$ cat src/rtl/booth_multiple_gen.sv
// Two-stage generator of the signed multiples 1A..NUM_MULT*A used by a radix-4/radix-8 Booth multiplier.
// Optional build macro BOOTH_MULTIPLE_GEN_NEG_EN adds the registered negative multiples on mult_neg_o.
module booth_multiple_gen #(
    parameter int SIZE     = 18,
    parameter int NUM_MULT = 4,
    localparam int OUT_W   = SIZE + $clog2(NUM_MULT)
) (
    input  logic                         clk_i,
    input  logic                         rst_i,
    input  logic                         flush_i,
    input  logic [SIZE-1:0]              in_i,
    input  logic                         in_valid_i,
    output logic                         in_ready_o,
    output logic [NUM_MULT*OUT_W-1:0]    mult_o,
`ifdef BOOTH_MULTIPLE_GEN_NEG_EN
    output logic [NUM_MULT*(OUT_W+1)-1:0] mult_neg_o,
`endif
    output logic                         out_valid_o,
    input  logic                         out_ready_i
);

    logic                    s1_valid_r;
    logic                    s2_valid_r;
    logic signed [OUT_W-1:0] s1_data_r;
    logic                    s1_en_s;
    logic                    s2_en_s;
    logic signed [OUT_W-1:0] mult_s [NUM_MULT];
    logic [NUM_MULT*OUT_W-1:0] mult_r;

    // S2 loads whenever it is empty or being drained; S1 follows S2 so no bubble forms.
    assign s2_en_s    = !s2_valid_r || out_ready_i;
    assign s1_en_s    = !s1_valid_r || s2_en_s;
    assign in_ready_o = s1_en_s;

    // Pipeline occupancy; reset beats flush, flush beats a simultaneous accept.
    always_ff @(posedge clk_i) begin
        if (rst_i) begin
            s1_valid_r <= 1'b0;
            s2_valid_r <= 1'b0;
        end else if (flush_i) begin
            s1_valid_r <= 1'b0;
            s2_valid_r <= 1'b0;
        end else begin
            if (s1_en_s) begin
                s1_valid_r <= in_valid_i;
            end
            if (s2_en_s) begin
                s2_valid_r <= s1_valid_r;
            end
        end
    end

    // S1 data: sign-extend A to the full output width so later shifts never overflow.
    always_ff @(posedge clk_i) begin
        if (s1_en_s) begin
            s1_data_r <= OUT_W'($signed(in_i));
        end
    end

    assign mult_s[0] = s1_data_r;
    assign mult_s[1] = s1_data_r <<< 1;
    assign mult_s[2] = (s1_data_r <<< 1) + s1_data_r;
    assign mult_s[3] = s1_data_r <<< 2;

    if (NUM_MULT == 8) begin : g_mult8
        // 7A as 8A - A keeps every odd multiple to a single adder.
        assign mult_s[4] = (s1_data_r <<< 2) + s1_data_r;
        assign mult_s[5] = mult_s[2] <<< 1;
        assign mult_s[6] = (s1_data_r <<< 3) - s1_data_r;
        assign mult_s[7] = s1_data_r <<< 3;
    end

    // S2 register for the positive multiples, held while the consumer stalls.
    always_ff @(posedge clk_i) begin
        if (rst_i) begin
            mult_r <= {(NUM_MULT*OUT_W){1'b0}};
        end else if (s2_en_s) begin
            for (int k = 0; k < NUM_MULT; k++) begin
                mult_r[k*OUT_W +: OUT_W] <= mult_s[k];
            end
        end
    end

    assign mult_o      = mult_r;
    assign out_valid_o = s2_valid_r;

`ifdef BOOTH_MULTIPLE_GEN_NEG_EN
    logic signed [OUT_W:0]         neg_s [NUM_MULT];
    logic [NUM_MULT*(OUT_W+1)-1:0] neg_r;

    // One extra bit so that negating the most negative multiple stays exact.
    for (genvar g = 0; g < NUM_MULT; g++) begin : g_neg
        assign neg_s[g] = -((OUT_W+1)'(mult_s[g]));
    end

    // S2 register for the negative multiples, same enable as mult_r.
    always_ff @(posedge clk_i) begin
        if (rst_i) begin
            neg_r <= {(NUM_MULT*(OUT_W+1)){1'b0}};
        end else if (s2_en_s) begin
            for (int k = 0; k < NUM_MULT; k++) begin
                neg_r[k*(OUT_W+1) +: (OUT_W+1)] <= neg_s[k];
            end
        end
    end

    assign mult_neg_o = neg_r;
`endif

endmodule

$ cat config.mk
export PLATFORM = sky130hd
export DESIGN_NAME = booth_multiple_gen
export DESIGN_NICKNAME = d
export VERILOG_FILES = /design/src/rtl/booth_multiple_gen.sv
export SDC_FILE = /design/constraint.sdc
export NUM_CORES = 1
export LEC_CHECK = 0
export CAP_MARGIN = 15
export CORE_ASPECT_RATIO = 1.25
export CORE_MARGIN = 2
export CORE_UTILIZATION = 40
export DETAILED_ROUTE_END_ITERATION = 7
export PLACE_DENSITY = 0.79
export SLEW_MARGIN = 20
export SYNTH_ARGS = -nofsm -noshare
export SYNTH_HDL_FRONTEND = slang
export SYNTH_SLANG_ARGS = --single-unit
$ cat constraint.sdc
create_clock -name clk_i -period 2.26 [get_ports clk_i]
set_clock_uncertainty 0.15 [all_clocks]
set_input_delay 0.452 -clock clk_i [delete_from_list [all_inputs] [get_ports clk_i]]
set_output_delay 0.452 -clock clk_i [all_outputs]
set_load 0.1 [all_outputs]
# --- Word-level counts from Yosys, hierarchy flattened ---
# Index checks and enable logic that the tools add are counted.
totals:
  output_inout_bits: 82
  input_bits: 23
  word_cells: 10
  ff_bits: 97
classes:
  n_reduce_logical: 5
  addsub: 1
op_table:
  columns: ["op", "count"]
  rows:
  - ["adder 19 x 18 -> 20 bit", 1]
  - ["logical NOT 1 bit", 2]
  - ["logical OR 1 bit", 2]
  - ["OR reduction 2 bit", 1]

# --- Depth between registers and ports, before layout ---
logic_depth:
  ltp_word: 3
  ltp_mapped: 9
  depth_no_buf: 9

# --- Least setup slack after synthesis ---
# OpenSTA, ideal clock, no wires.
synth_path:
  path_type: "reg-to-reg"
  startpoint: "register s2_valid_r, in the netlist out_valid_o"
  endpoint: "register s1_data_r[0], enable pin"
  n_path_buf: 2
  stages_incl_launch_ff: 5
  setup_slack_ns: -1.036
  required_ns: 1.516
  synth_period_minus_slack_ns: 3.296
  setup_time_ns: 0.594
  arrival_ns: 2.552
  cell_sequence: "dfxtp_1 > nor2b_1 > clkbuf_1 > clkbuf_1 > nand2_1"
synth_between:
  elab_chain_len: 3
synth_lines:
  columns: ["item", "line", "rtl"]
  rows:
  - ["from (decl)", "23", "logic s2_valid_r;"]
  - ["from (signal assigned)", "48", "s2_valid_r <= s1_valid_r;"]
  - ["logical NOT 1 bit", "31", "assign s2_en_s = !s2_valid_r || out_ready_i;"]
  - ["logical OR 1 bit", "31", null]
  - ["logical OR 1 bit", "32", "assign s1_en_s = !s1_valid_r || s2_en_s;"]
  - ["net in_ready_o", "13", "output logic in_ready_o,"]
  - ["to (signal assigned)", "56", "s1_data_r <= OUT_W'($signed(in_i));"]
  - ["to (decl)", "24", "logic signed [OUT_W-1:0] s1_data_r;"]
# The timed path passes the listed nets, and every way through them passes these cells.
# A chain may end at the register's enable or synchronous reset.

# --- Worst setup path after layout ---
layout_path:
  startpoint: "register s1_data_r[1]"
  endpoint: "register mult_r[55], in the netlist mult_o[55]"
layout_between:
  elab_chain_len: 1
layout_lines:
  columns: ["item", "line", "rtl"]
  rows:
  - ["adder 19 x 18 -> 20 bit", "62", "assign mult_s[2] = (s1_data_r <<< 1) + s1_data_r;"]
  - ["to (signal assigned)", "76", "mult_r <= {(NUM_MULT*OUT_W){1'b0}};"]
  - ["to (signal, indexed assignment)", "79", "mult_r[k*OUT_W +: OUT_W] <= mult_s[k];"]
  - ["to (decl)", "28", "logic [NUM_MULT*OUT_W-1:0] mult_r;"]
# Every way passes these cells.

==> run metrics <==
Nets=460; Hold Path Class=flip-flop to flip-flop; hold_buf cts=0; ys flop type=dfxtp_1; DRC viols=0; post-route ant nets=0; WP depth=9; H-Tree Level Count=2; CTS buffer count=5; WHS=307.5 ps; Overall Power=3.115 mW; status=finished with violations; FFs w/ async S/R, synth=0%; CTS tree=done; slowest stage delay, CP=410 ps; vias in the first global route=2367; xor-xnor portion of the synthesized cell area=1.726%; Sink Count=56; failing checks=negative setup slack; pin count of the biggest net entering global routing=35; Crit path arrival time=2460 ps; Routed WL per cell=13.57 µm; post-synth cell types=54; Final Hold Viols=0; Pwr Density=757.8 mW/mm²; Leak=1.830 nW; maxcap violations=0; number of enable flip-flop cells after synthesis=18; CP bufs+invs=1; latest clock arrival within the worst-skew pair=310 ps; Pins Over Slew Limit=0; # fillers=687; Layout area overhead=34.96%; R2R Path End=mult_o[55]$_SDFFE_PP0P_; synthesized area=0.003045 mm²; Tcrit/Tclk final=106.6%; RSZ-0062 raised after global routing=true; setup TNS=-416.1 ps; I/O Buffers=101; Final Instance Area=0.004110 mm²; Clock Power Share=17.7%; Comb power frac=44.6%; Int Power=1.730 mW; worst reg2reg setup slack=-150 ps; Startpoint Class=flip-flop; initial antenna violation count=0; Via Count=2561; Crit. End Element=flip-flop; VDD IR-drop max=0.4582 mV; Critical Path End=mult_o[55]$_SDFFE_PP0P_; detailed placer's ending HPWL=5280 µm; sw power=1.385 mW; simple-gate share of the synthesized area=17.13%; GRT Total Usage=16.79%; Achievable Freq=415.2 MHz; routed vias/inst=5.002; post-synthesis mux area share=0%; I/O pin count=105; Core Region=0.007401 mm²; CP Data Required Time=2320 ps; Initial Util=41.15%; Final min period=2408 ps; synth warn=0; Total Wirelength=6948 µm; ant diodes=0; crit path from=s1_data_r[1]$_DFFE_PP_; row cnt=35; Seq pwr share=37.7%; largest family of logic cells by synthesized area=compound AO/OA/AOI/OAI gates; DR WL met3=359 µm; post-synthesis sequential area ratio=42.73%; first-pass GRT wire length=10870 µm; placed cell area=0.003850 mm²; r2r worst-path depth=9; Top delay family on crit path=compound AO/OA/AOI/OAI gates; total grt overflow=0; share of cells above drive strength 1=35.71%; routed wl met2=3449 µm; Final WS setup=-148.2 ps; top layer in use=met4; Gate Count Post-Synth=336; Root Buffer=clkbuf_8; Synth Area per Inst=9.064 µm²; Die W=82.05 µm; final setup fails=6; Synth Register Bits=56; Max clock buf depth=2; Die H=101.6 µm; CP Cell Sequence=ha_2 -> inv_2 -> fa_2 -> and2b_2 -> o31ai_4 -> a21oi_2 -> a2111oi_4 -> nor3_1 -> a311o_1; die area=0.008332 mm²; 1st-pass router iterations=4; Reg-to-Reg Start=s1_data_r[1]$_DFFE_PP_; DRT met1 WL=3036 µm; starting DRC count in detailed routing=166; final design utilization=55.54%; routability cong.=0.8390; Post-Synth Adder-Cell Area=7.642%; CTS clock-pin slew for the worst setup and hold paths=90 ps; Worst Path Max Fanout=3; critical path class=flip-flop to flip-flop; fraction of the mapped netlist area in compound gates=17.46%; Crit-path slowest cell=edfxtp_1; Sw Ratio=44.47%
## sequential cells by signal, summed over array words and instances (netlist names)
register,flops
s1_data_r,18
mult_o,36
out_valid_o,1
s1_valid_r,1
## worst min-delay path: cells and delay by family (launching register included)
family / cells / cell delay, ps
compound gates: 1 / 50
flops: 1 / 320
simple gates: 1 / 50
## routing by layer
layer | up-vias | GRT usage [%]
met2 | 74 | 29.14
met5 | - | 0
met4 | 0 | 5.000
met1 | 1177 | 21.42
li1 | 1302 | -
met3 | 8 | 2.406
## placed cells by master, fill, tap and decap left out, types with 6 or more instances in the layout
cell type	count
o21ai_0	7
clkdlybuf4s50_1	22
clkbuf_8	6
nor3_1	7
edfxtp_1	18
a21oi_1	35
nand3_1	11
nand2_1	55
dfxtp_1	37
buf_4	106
ha_1	14
nor2_1	12
## worst min path at each step
stage                                 start                       end  cells past startpoint
global placement    mult_o[46]$_SDFFE_PP0P_   mult_o[46]$_SDFFE_PP0P_                      2
CTS                 mult_o[46]$_SDFFE_PP0P_   mult_o[46]$_SDFFE_PP0P_                      2
finish              mult_o[41]$_SDFFE_PP0P_   mult_o[41]$_SDFFE_PP0P_                      2
global route        mult_o[41]$_SDFFE_PP0P_   mult_o[41]$_SDFFE_PP0P_                      2
detailed placement  mult_o[46]$_SDFFE_PP0P_   mult_o[46]$_SDFFE_PP0P_                      2
floorplan           s1_valid_r$_SDFFE_PP0P_  out_valid_o$_SDFFE_PP0P_                      2
## synthesized netlist by cell type, drive strengths merged, types with 5 or more instances
library cell,instances,share of area (%)
inv,5,0.62
nand2,57,7.0
ha,17,7.0
nand3,11,1.8
a21oi,40,6.7
nor2,13,1.6
nor3,9,1.6
buf,46,11
clkbuf,12,1.5
edfxtp,18,18
o21ai,11,1.8
dfxtp,38,25
## layout make-up
type | count | area [µm²] | area share (%)
tap | 92 | 115.1 | 2.801
timing repair buffer | 132 | 1096 | 26.67
clock buffer | 8 | 90.09 | 2.192
multi-input combinational | 219 | 1485 | 36.13
sequential | 56 | 1305 | 31.75
inverter | 5 | 18.77 | 0.4566
## power by group through the flow
stage / Clock [mW] / Combinational, mW / Sequential (mW)
2_1_floorplan: 0 / 0.659 / 1.62
3_3_place_gp: 0 / 1.32 / 1.19
3_5_place_dp: 0 / 1.33 / 1.20
4_1_cts: 0.571 / 1.36 / 1.18
5_1_grt: 0.606 / 1.45 / 1.19
6_report: 0.552 / 1.39 / 1.17
## stage by stage
stage / cells / setup slack, ps
after CTS: 508 / -182.1
after global placement: 497 / -121.8
after floorplan: 338 / -79.53
final: 512 / -148.2
after detailed placement: 497 / -223.3
after global routing: 512 / -281.6
## kinds of logic (layout without fill, tap and decap cells)
kind of cell	count (synthesis)	count (layout)
and+or+nand+nor	112	112
AOI/OAI and AO/OA	80	80
buffers and inverters	63	145
DFF	56	56
adders and majority gates	18	18
xor gates and xnor gates	6	6
other	1	3
## timing repair
action | CTS | global route
hold endpoints to repair | 0 | 0
buffers inserted | 3 | 4
setup endpoints to repair | 10 | 11
pin swaps | 6 | 16
resized for setup | 15 | 14
(Power assumes the default switching activity.)
